**src/rtl/cla_pkg.sv**
```systemverilog
// Shared constants, types and parameter checks for the pipelined carry-lookahead adder.
// Used by cla_group4 and cla_pipe_adder (flag logic there is gated by CLA_PIPE_FLAGS_EN).
package cla_pkg;

  localparam int CLA_GROUP_W        = 4;
  localparam int CLA_DEFAULT_WIDTH  = 32;
  localparam int CLA_DEFAULT_STAGES = 2;

  typedef struct packed {
    logic p;
    logic g;
  } cla_pg_t;

  function automatic int claSegWidth(input int width, input int stages);
    return width / stages;
  endfunction

  function automatic bit claParamsLegal(input int width, input int stages);
    return (stages >= 1) && (stages <= 8) && (width > 0) &&
           ((width % (CLA_GROUP_W * stages)) == 0);
  endfunction

endpackage

```
**src/rtl/cla_group4.sv**
```systemverilog
// Combinational 4-bit carry-lookahead group: bit and group propagate/generate, sum from carry-in.
// Group P/G does not depend on cin_i, so callers can ripple group carries without a combinational loop.
module cla_group4
  import cla_pkg::*;
(
  input  logic [CLA_GROUP_W-1:0] a_i,
  input  logic [CLA_GROUP_W-1:0] b_i,
  input  logic                   cin_i,
  output logic [CLA_GROUP_W-1:0] sum_o,
  output cla_pg_t                pg_o
);

  cla_pg_t [CLA_GROUP_W-1:0] bitPg;
  logic    [CLA_GROUP_W-1:0] carry;

  always_comb begin
    for (int i = 0; i < CLA_GROUP_W; i++) begin
      bitPg[i].p = a_i[i] ^ b_i[i];
      bitPg[i].g = a_i[i] & b_i[i];
    end
    pg_o.p = bitPg[3].p & bitPg[2].p & bitPg[1].p & bitPg[0].p;
    pg_o.g = bitPg[3].g
           | (bitPg[3].p & bitPg[2].g)
           | (bitPg[3].p & bitPg[2].p & bitPg[1].g)
           | (bitPg[3].p & bitPg[2].p & bitPg[1].p & bitPg[0].g);
  end

  always_comb begin
    carry[0] = cin_i;
    carry[1] = bitPg[0].g | (bitPg[0].p & cin_i);
    carry[2] = bitPg[1].g | (bitPg[1].p & bitPg[0].g) | (bitPg[1].p & bitPg[0].p & cin_i);
    carry[3] = bitPg[2].g | (bitPg[2].p & bitPg[1].g) | (bitPg[2].p & bitPg[1].p & bitPg[0].g)
             | (bitPg[2].p & bitPg[1].p & bitPg[0].p & cin_i);
    for (int i = 0; i < CLA_GROUP_W; i++) begin
      sum_o[i] = bitPg[i].p ^ carry[i];
    end
  end

endmodule

```
**src/rtl/cla_pipe_adder.sv**
```systemverilog
// Pipelined carry-lookahead adder/subtractor with valid/ready handshake; one segment summed per stage.
// Define CLA_PIPE_FLAGS_EN to compute o_ovf/o_zero; otherwise both are tied to 0.
module cla_pipe_adder
  import cla_pkg::*;
#(
  parameter int WIDTH  = CLA_DEFAULT_WIDTH,
  parameter int STAGES = CLA_DEFAULT_STAGES
) (
  input  logic             i_clk,
  input  logic             i_rst_n,
  input  logic             i_valid,
  output logic             o_ready,
  input  logic [WIDTH-1:0] i_a,
  input  logic [WIDTH-1:0] i_b,
  input  logic             i_cin,
  input  logic             i_sub,
  output logic             o_valid,
  input  logic             i_ready,
  output logic [WIDTH-1:0] o_sum,
  output logic             o_cout,
  output logic             o_ovf,
  output logic             o_zero
);

  localparam int SEG    = claSegWidth(WIDTH, STAGES);
  localparam int GROUPS = SEG / CLA_GROUP_W;

  if (!claParamsLegal(WIDTH, STAGES)) begin : g_badParams
    $error("cla_pipe_adder: WIDTH must be a multiple of 4*STAGES and STAGES must be 1..8");
  end

  // Index k of these arrays is what stage k consumes; index k+1 is what stage k registered.
  logic             en;
  logic [WIDTH-1:0] opA    [STAGES];
  logic [WIDTH-1:0] opB    [STAGES];
  logic [WIDTH-1:0] sumW   [STAGES+1];
  logic             carryW [STAGES+1];
  logic             validW [STAGES+1];

  assign en        = !o_valid || i_ready;
  assign o_ready   = en;
  assign opA[0]    = i_a;
  assign opB[0]    = i_sub ? ~i_b : i_b;
  assign carryW[0] = i_sub | i_cin;
  assign sumW[0]   = '0;
  assign validW[0] = i_valid;

`ifdef CLA_PIPE_FLAGS_EN
  logic flagOvf;
  logic flagZero;
`endif

  for (genvar k = 0; k < STAGES; k++) begin : g_stage
    cla_pg_t [GROUPS-1:0] groupPg;
    logic    [GROUPS:0]   groupCarry;
    logic    [SEG-1:0]    segSum;
    logic    [WIDTH-1:0]  stageSum_d;
    logic    [WIDTH-1:0]  stageSum_q;
    logic                 stageCout_q;
    logic                 stageValid_q;

    for (genvar j = 0; j < GROUPS; j++) begin : g_group
      cla_group4 u_group (
        .a_i   (opA[k][k*SEG + j*CLA_GROUP_W +: CLA_GROUP_W]),
        .b_i   (opB[k][k*SEG + j*CLA_GROUP_W +: CLA_GROUP_W]),
        .cin_i (groupCarry[j]),
        .sum_o (segSum[j*CLA_GROUP_W +: CLA_GROUP_W]),
        .pg_o  (groupPg[j])
      );
    end

    always_comb begin
      groupCarry[0] = carryW[k];
      for (int j = 0; j < GROUPS; j++) begin
        groupCarry[j+1] = groupPg[j].g | (groupPg[j].p & groupCarry[j]);
      end
    end

    // Earlier segments arrive already summed; this stage only fills in its own slice.
    always_comb begin
      stageSum_d = sumW[k];
      stageSum_d[k*SEG +: SEG] = segSum;
    end

    always_ff @(posedge i_clk or negedge i_rst_n) begin
      if (!i_rst_n) begin
        stageValid_q <= 1'b0;
        stageSum_q   <= '0;
        stageCout_q  <= 1'b0;
      end else if (en) begin
        stageValid_q <= validW[k];
        stageSum_q   <= stageSum_d;
        stageCout_q  <= groupCarry[GROUPS];
      end
    end

    assign sumW[k+1]   = stageSum_q;
    assign carryW[k+1] = stageCout_q;
    assign validW[k+1] = stageValid_q;

    if (k < STAGES - 1) begin : g_skew
      logic [WIDTH-1:0] skewA_q;
      logic [WIDTH-1:0] skewB_q;

      always_ff @(posedge i_clk or negedge i_rst_n) begin
        if (!i_rst_n) begin
          skewA_q <= '0;
          skewB_q <= '0;
        end else if (en) begin
          skewA_q <= opA[k];
          skewB_q <= opB[k];
        end
      end

      assign opA[k+1] = skewA_q;
      assign opB[k+1] = skewB_q;
    end

`ifdef CLA_PIPE_FLAGS_EN
    if (k == STAGES - 1) begin : g_flags
      logic ovf_q;
      logic zero_q;

      always_ff @(posedge i_clk or negedge i_rst_n) begin
        if (!i_rst_n) begin
          ovf_q  <= 1'b0;
          zero_q <= 1'b0;
        end else if (en) begin
          ovf_q  <= (opA[k][WIDTH-1] == opB[k][WIDTH-1]) &&
                    (stageSum_d[WIDTH-1] != opA[k][WIDTH-1]);
          zero_q <= (stageSum_d == '0);
        end
      end

      assign flagOvf  = ovf_q;
      assign flagZero = zero_q;
    end
`endif
  end

  assign o_valid = validW[STAGES];
  assign o_sum   = sumW[STAGES];
  assign o_cout  = carryW[STAGES];

`ifdef CLA_PIPE_FLAGS_EN
  assign o_ovf  = flagOvf;
  assign o_zero = flagZero;
`else
  assign o_ovf  = 1'b0;
  assign o_zero = 1'b0;
`endif

endmodule

```
**config.mk**
```make
export PLATFORM = sky130hd
export DESIGN_NAME = cla_pipe_adder
export DESIGN_NICKNAME = d
export VERILOG_FILES = /design/src/rtl/cla_pkg.sv /design/src/rtl/cla_group4.sv /design/src/rtl/cla_pipe_adder.sv
export SDC_FILE = /design/constraint.sdc
export NUM_CORES = 1
export LEC_CHECK = 0
export ABC_AREA = 1
export CAP_MARGIN = 15
export CELL_PAD_IN_SITES_DETAIL_PLACEMENT = 0
export CELL_PAD_IN_SITES_GLOBAL_PLACEMENT = 1
export CORE_ASPECT_RATIO = 1.25
export CORE_MARGIN = 5
export CORE_UTILIZATION = 41
export CTS_CLUSTER_DIAMETER = 60
export DETAILED_ROUTE_END_ITERATION = 7
export GPL_TIMING_DRIVEN = 1
export PLACE_DENSITY = 0.95
export SLEW_MARGIN = 15
export SYNTH_ARGS = -nofsm -noshare
export SYNTH_HDL_FRONTEND = slang
export SYNTH_SLANG_ARGS = --single-unit
export TNS_END_PERCENT = 20
```
**constraint.sdc**
```tcl
create_clock -name i_clk -period 4.9 [get_ports i_clk]
set_input_delay 0.735 -clock i_clk [delete_from_list [all_inputs] [get_ports i_clk]]
set_output_delay 0.735 -clock i_clk [all_outputs]
set_load 0.03 [all_outputs]
```
==> results.sh, run 1 <==
export IMPL_rsz0062_at_grt="no"
export IMPL_drv_slew=0
export IMPL_die_x_um=107
export IMPL_hold_path_endpoint="o_valid$_DFFE_PN0P_"
export IMPL_antenna_found_initial=0
export IMPL_cts_resized_gates=0
export IMPL_ys_flop_type="dfrtp_1"
export IMPL_die_h_um=131
export IMPL_syn_area_per_cell_sq_um=8.50
export IMPL_yosys_warnings=0
export IMPL_gr_usage_all_layers_pct=16.1
export IMPL_drcViolationCount=0
export IMPL_tightest_slew_ns=1.02
export IMPL_cts_root_buf="clkbuf_16"
export IMPL_finalSetupViolations=0
export IMPL_startpoint_type="input port"
export IMPL_io_buffers=104
export IMPL_grt_pass1_wl_um=18300
export IMPL_die_area_sq_um=14000
export IMPL_cts_sinks=84
export IMPL_final_nets=771
export IMPL_grt_pass1_vias=3970
export IMPL_fin_crit_ns=2.84
export IMPL_cts_setup_buffers=0
export IMPL_multiInputGateArea_sq_um=2420
export IMPL_dpl_cell_area_sq_um=5930
export IMPL_fin_ws_ns=2.06
export IMPL_synthArstFlopShare_pct=100
export IMPL_fmax_ghz=0.352
export IMPL_slowest_stage="buf_2"
export IMPL_via_per_inst=4.78
export IMPL_rows=44
export IMPL_vdd_drop_max_v=0.000246
export IMPL_cts_tree="yes"
export IMPL_finClkSkew_ns=0.00804
export IMPL_dp_slack_ns=1.69
export IMPL_ant_nets=0
export IMPL_r2r_start="g_stage[0].g_skew.skewA_q[17]$_DFFE_PN0P_"
export IMPL_grt_max_degree=116
export IMPL_hp_start="g_stage[0].stageValid_q$_DFFE_PN0P_"
export IMPL_via_count=3841
export IMPL_numCtsBuffers=9
export IMPL_htree_levels=3
export IMPL_drt_iter0_drc=134
export IMPL_area_growth_synth_to_final_pct=31.4
export IMPL_critPathMaxFanout=19
export IMPL_final_util_pct=54.6
export IMPL_timing_hold_ws_ns=0.449
export IMPL_p_per_area_nw_per_um2=471
export IMPL_syn_inst=565
export IMPL_start_util_pct=41.5
export IMPL_core_sq_um=11600
export IMPL_path_class="input port to flip-flop"
export IMPL_synth_edf_count=0
export IMPL_tns_ns=0
export IMPL_drive_above_1_share_pct=6.76
export IMPL_drv_cap=0
export IMPL_timing_rr_end="o_sum[29]$_DFFE_PN0P_"
export IMPL_cts_buffer_depth=2
export IMPL_hold_buffers=0
export IMPL_yosysUniqueCellTypes=32
export IMPL_firstDrtPassIters=4
export IMPL_max_stage_delay_ns=0.43
export IMPL_leakage_nw=3.07
export IMPL_clk_latency_ns=0.33
export IMPL_hpwl_um=7830
export IMPL_status="finished clean"
export IMPL_worstPathRequired_ns=5.06
export IMPL_wl_per_cell_um=13.4
export IMPL_min_period_over_period_pct=57.9
export IMPL_place_congestion=0.881
export IMPL_dp_cells=788
export IMPL_hold_class="flip-flop to flip-flop"
export IMPL_wl_um=10800
export IMPL_synthesis_area_sq_um=4800
export IMPL_maxSlewHeadroom_pct=31.9
export IMPL_seq_area_frac_synth_pct=43.8
export IMPL_rr_worst_depth=12
export IMPL_endpoint_kind="flip-flop"
export IMPL_stdcell_count=804
export IMPL_antenna_cells=0
export IMPL_synth_seq_cells=84
export IMPL_io_pins=107
export IMPL_nFillCells=1036
export IMPL_finalHoldViolCount=0
export IMPL_r2r_slack_ns=2.67
export IMPL_p_total_mw=2.97
export IMPL_min_path_cells=2
export IMPL_final_area_sq_um=6310
export IMPL_clk_pin_slew_ns=0.06
export IMPL_crit_start="i_sub"
export IMPL_arrival_ns=3.00
export IMPL_path_cells="buf_2, xor2_1, ha_1, nand3_1, nor2_1, nand3_1, nand2_2, nand2_1, nand2_2, inv_1, fa_1, xor2_1, o21ai_0"
export IMPL_grt_remaining_overflow=0
export IMPL_regArea_sq_um=2100
==> cell usage in the layout (no fill, tap or decap), drive strengths merged, types with 2 or more instances in the layout <==
cell / Yosys / routed
nand2: 212 / 212
clkdlybuf4s50: 0 / 102
dfrtp: 84 / 84
inv: 47 / 47
o21ai: 39 / 39
ha: 32 / 32
xnor2: 27 / 27
nand3: 24 / 24
xor2: 19 / 19
nor2: 16 / 16
a21oi: 14 / 14
clkbuf: 12 / 10
fa: 8 / 8
o21bai: 5 / 5
buf: 11 / 5
bufinv: 0 / 4
a21o: 3 / 3
nand4: 3 / 3
a31oi: 3 / 3
conb: 1 / 2
clkinvlp: 0 / 2
==> flip-flops by register name (all words and copies together), names as in the netlist <==
| register | flops |
|---|---|
| g_stage.g_skew.skewA_q | 16 |
| g_stage.g_skew.skewB_q | 16 |
| g_stage.stageCout_q | 1 |
| g_stage.stageSum_q | 16 |
| g_stage.stageValid_q | 1 |
| o_cout | 1 |
| o_sum | 32 |
| o_valid | 1 |
==> metal layers <==
layer	GRT usage [%]	share of wire (%)	wire length (um)	vias up
li1	-	-	-	1965
met1	20.4	45	4860	1777
met2	27.6	49	5280	93
met3	3.98	5.1	552	6
met4	4.59	0.87	94	0
met5	0	0	0	-
==> cells by family after synthesis <==
logic type      after synthesis  synth area share, %
simple gates                258                 22.4
other cells                   1               0.0781
compound gates               66                 7.79
fa+ha+maj                    40                 11.7
xor+xnor                     46                 8.39
flops                        84                 43.8
buf+inv                      70                 5.92
==> final cells by class <==
cell class | instances | share of cell area, %
Multi-Input combinational cell | 412 | 38.4
Sequential cell | 84 | 33.3
Timing Repair Buffer | 107 | 16.8
Clock buffer | 10 | 3.79
Inverter | 47 | 2.80
Tap cell | 138 | 2.74
Clock inverter | 6 | 2.14
==> synth_stat cells (2+ instances only) <==
cell | instances | share of area (%)
nand3_2 | 3 | 0.63
nor2_1 | 15 | 1.2
a21oi_1 | 11 | 1.1
o21bai_1 | 5 | 0.78
buf_2 | 8 | 0.83
a21o_1 | 3 | 0.47
fa_1 | 8 | 3.3
nand4_1 | 3 | 0.39
nand2_2 | 11 | 1.4
ha_1 | 32 | 8.3
nand2_1 | 199 | 16
inv_2 | 3 | 0.23
buf_4 | 3 | 0.47
dfrtp_1 | 84 | 44
a31oi_1 | 3 | 0.39
xnor2_1 | 27 | 4.9
nand2_4 | 2 | 0.47
clkbuf_1 | 12 | 0.94
xor2_1 | 19 | 3.5
o21ai_0 | 37 | 3.9
inv_1 | 44 | 3.4
a21oi_2 | 3 | 0.55
nand3_1 | 21 | 2.2
==> worst max path at each step <==
stage | to | cells after the start
finish | g_stage[0].stageSum_q[13]$_DFFE_PN0P_ | 13
global route | g_stage[0].stageSum_q[13]$_DFFE_PN0P_ | 13
CTS | g_stage[0].stageSum_q[13]$_DFFE_PN0P_ | 13
detailed placement | g_stage[0].stageSum_q[13]$_DFFE_PN0P_ | 13
global placement | g_stage[0].stageSum_q[13]$_DFFE_PN0P_ | 13
floorplan | g_stage[0].stageSum_q[13]$_DFFE_PN0P_ | 14
==> power breakdown <==
part           switching (mW)  total [mW]  internal [mW]
registers               0.116        1.00          0.889
clock network           0.270       0.833          0.563
logic                   0.655        1.13          0.478
==> critical path, delay by kind of cell <==
kind                     cells  cell delay (ns)
AO/OA/AOI/OAI                1             0.08
AND/OR/NAND/NOR              6             0.62
buffers and inverters        2             0.48
adder cells (fa/ha/maj)      2             0.80
XOR/XNOR                     2             0.27
No activity file was read; power rests on OpenSTA's default activity.
==> run 2: changes to the inputs <==
--- a/config.mk
+++ b/config.mk
@@ -11,11 +11,11 @@
 export CELL_PAD_IN_SITES_GLOBAL_PLACEMENT = 1
 export CORE_ASPECT_RATIO = 1.25
 export CORE_MARGIN = 5
-export CORE_UTILIZATION = 41
+export CORE_UTILIZATION = 34
 export CTS_CLUSTER_DIAMETER = 60
 export DETAILED_ROUTE_END_ITERATION = 7
 export GPL_TIMING_DRIVEN = 1
-export PLACE_DENSITY = 0.95
+export PLACE_DENSITY = 0.89
 export SLEW_MARGIN = 15
 export SYNTH_ARGS = -nofsm -noshare
 export SYNTH_HDL_FRONTEND = slang
==> constraint.sdc (replaced) <==
create_clock -name i_clk -period 2.5 [get_ports i_clk]
set_input_delay 0.375 -clock i_clk [delete_from_list [all_inputs] [get_ports i_clk]]
set_output_delay 0.375 -clock i_clk [all_outputs]
set_load 0.03 [all_outputs]
==> results.sh, run 2 (synthesized netlist as in run 1, its figures left out) <==
export IMPL_arrival_ns=2.58
export IMPL_cts_tree="yes"
export IMPL_intPower_mw=3.52
export IMPL_critPathMaxFanout=3
export IMPL_maxSlewHeadroom_pct=65.2
export IMPL_layout_common_cells="nand2_1, clkdlybuf4s50_1, dfrtp_1"
export IMPL_hold_buffers=0
export IMPL_via_per_inst=4.55
export IMPL_finClkSkew_ns=0.00559
export IMPL_area_growth_synth_to_final_pct=34.6
export IMPL_cts_sinks=84
export IMPL_firstDrtPassIters=4
export IMPL_io_pins=107
export IMPL_timing_rr_end="o_sum[29]$_DFFE_PN0P_"
export IMPL_r2r_slack_ns=0.29
export IMPL_slowest_stage="clkdlybuf4s50_1"
export IMPL_r2r_start="g_stage[0].g_skew.skewA_q[17]$_DFFE_PN0P_"
export IMPL_vdd_drop_max_v=0.000472
export IMPL_clockPowerShare_pct=23.1
export IMPL_fin_crit_ns=2.33
export IMPL_fin_ws_ns=0.171
export IMPL_clk_pin_slew_ns=0.06
export IMPL_p_sw_mw=2.02
export IMPL_worstPathRequired_ns=2.75
export IMPL_cts_buffer_depth=2
export IMPL_rr_worst_depth=12
export IMPL_tightest_slew_ns=0.521
export IMPL_leakage_nw=3.15
export IMPL_p_seq_share_pct=35.5
export IMPL_finalSetupViolations=0
export IMPL_io_buffers=104
export IMPL_tns_ns=0
export IMPL_nFillCells=1352
export IMPL_max_stage_delay_ns=0.50
export IMPL_fmax_ghz=0.429
export IMPL_clk_latency_ns=0.33
export IMPL_die_x_um=116
export IMPL_path_class="input port to flip-flop"
export IMPL_drive_above_1_share_pct=9.96
export IMPL_combinationalPowerShare_pct=41.4
export IMPL_endpoint_kind="flip-flop"
export IMPL_finalHoldViolCount=0
export IMPL_final_nets=791
export IMPL_hpwl_um=8270
export IMPL_gr_usage_all_layers_pct=14.0
export IMPL_grt_pass1_vias=4104
export IMPL_largest_reg_flops=32
export IMPL_place_congestion=0.816
export IMPL_p_per_area_nw_per_um2=857
export IMPL_antenna_cells=0
export IMPL_grt_pass1_wl_um=19000
export IMPL_hold_class="input port to async pin"
export IMPL_wl_per_cell_um=12.9
export IMPL_die_area_sq_um=16600
export IMPL_core_sq_um=13800
export IMPL_drv_cap=0
export IMPL_ant_nets=0
export IMPL_cts_root_buf="clkbuf_16"
export IMPL_start_util_pct=34.8
export IMPL_htree_levels=3
export IMPL_antenna_found_initial=0
export IMPL_numCtsBuffers=9
export IMPL_swShare_pct=36.5
export IMPL_wl_um=11000
export IMPL_rsz0062_at_grt="yes"
export IMPL_drt_iter0_drc=164
export IMPL_rows=48
export IMPL_dp_slack_ns=-0.298
export IMPL_drcViolationCount=0
export IMPL_drv_slew=0
export IMPL_path_cells="clkdlybuf4s50_1, xnor2_2, inv_1, ha_1, nand3_2, nand2_1, nand3_1, nand2_2, buf_4, inv_1, fa_1, xor2_1, o21ai_0"
export IMPL_grt_remaining_overflow=0
export IMPL_grt_max_degree=116
export IMPL_via_count=3906
export IMPL_status="finished clean"
export IMPL_min_period_over_period_pct=93.2
export IMPL_die_h_um=143
export IMPL_crit_top_cell="inv_1"
export IMPL_layout_commonest_cell="nand2_1"
export IMPL_startpoint_type="input port"
## run 2: cell count changes in the layout (fill, tap and decap cells not counted), moves of 2 or more
| cell | previous run | this run |
|---|---|---|
| buf_4 | 3 | 23 |
| bufinv_16 | 4 | 1 |
| buf_12 | 0 | 2 |
| o21ai_0 | 37 | 35 |
| o21ai_1 | 1 | 3 |
| xnor2_1 | 27 | 25 |
| xnor2_2 | 0 | 2 |
## run 2: per-layer routing
metal | vias up | global-route usage, % | wire length, um
met5 | - | 0 | 0
met1 | 1800 | 17.9 | 4900
li1 | 2010 | - | -
met3 | 8 | 2.67 | 565
met4 | 0 | 3.54 | 110
met2 | 88 | 24.1 | 5460
## run 2: worst max-delay path by stage
stage / from / endpoint / slack, ns / cells after the start
floorplan: i_sub / g_stage[0].stageSum_q[13]$_DFFE_PN0P_ / 0.0003 / 15
global placement: i_b[0] / g_stage[0].stageSum_q[13]$_DFFE_PN0P_ / -0.18 / 14
detailed placement: i_b[0] / g_stage[0].stageSum_q[13]$_DFFE_PN0P_ / -0.30 / 14
CTS: i_b[0] / g_stage[0].stageSum_q[13]$_DFFE_PN0P_ / 0.04 / 14
global route: i_b[1] / g_stage[0].stageSum_q[12]$_DFFE_PN0P_ / -0.004 / 14
finish: i_b[0] / g_stage[0].stageSum_q[9]$_DFFE_PN0P_ / 0.17 / 13
## run 2: what timing repair did
item | CTS | global route
buffers inserted | 0 | 2
endpoints found under the setup margin | 0 | 2
resized for setup | 0 | 8
## run 2: power groups by stage
stage,Combinational (mW),Sequential (mW),Clock (mW)
final,2.29,1.97,1.28
after global routing,2.55,2.02,1.37
after CTS,2.32,1.97,1.32
after detailed placement,2.31,1.99,0
after global placement,2.25,1.98,0
after floorplan,0.985,2.39,0
## run 2: worst max-delay path: cells and delay by family
family                     cells  cell delay (ns)
buffers and inverters          4             0.72
AOI/OAI and AO/OA              1             0.13
xor gates and xnor gates       2             0.28
and+or+nand+nor                4             0.37
adders and majority gates      2             0.68
## run 2: area by class of cell
cell class	instances	area [sq um]	area share, %
clock buffers	11	243	3.76
clock inverters	2	37.5	0.581
inverters	47	176	2.73
multi-input cells	412	2450	38.0
flip-flops and latches	84	2100	32.5
well taps	175	219	3.39
repair buffers	127	1230	19.1
## run 2: through the flow
step	area [sq um]	hold slack (ns)	power (mW)	instances	util [%]
6_report	6460	0.0162	5.54	858	46.8
3_5_place_dp	6140	0.386	4.29	843	44.5
4_1_cts	6420	0.0292	5.60	856	46.5
3_3_place_gp	6140	0.380	4.23	843	44.5
2_1_floorplan	4810	0.0794	3.37	566	-
5_1_grt	6460	0.0525	5.94	858	46.8
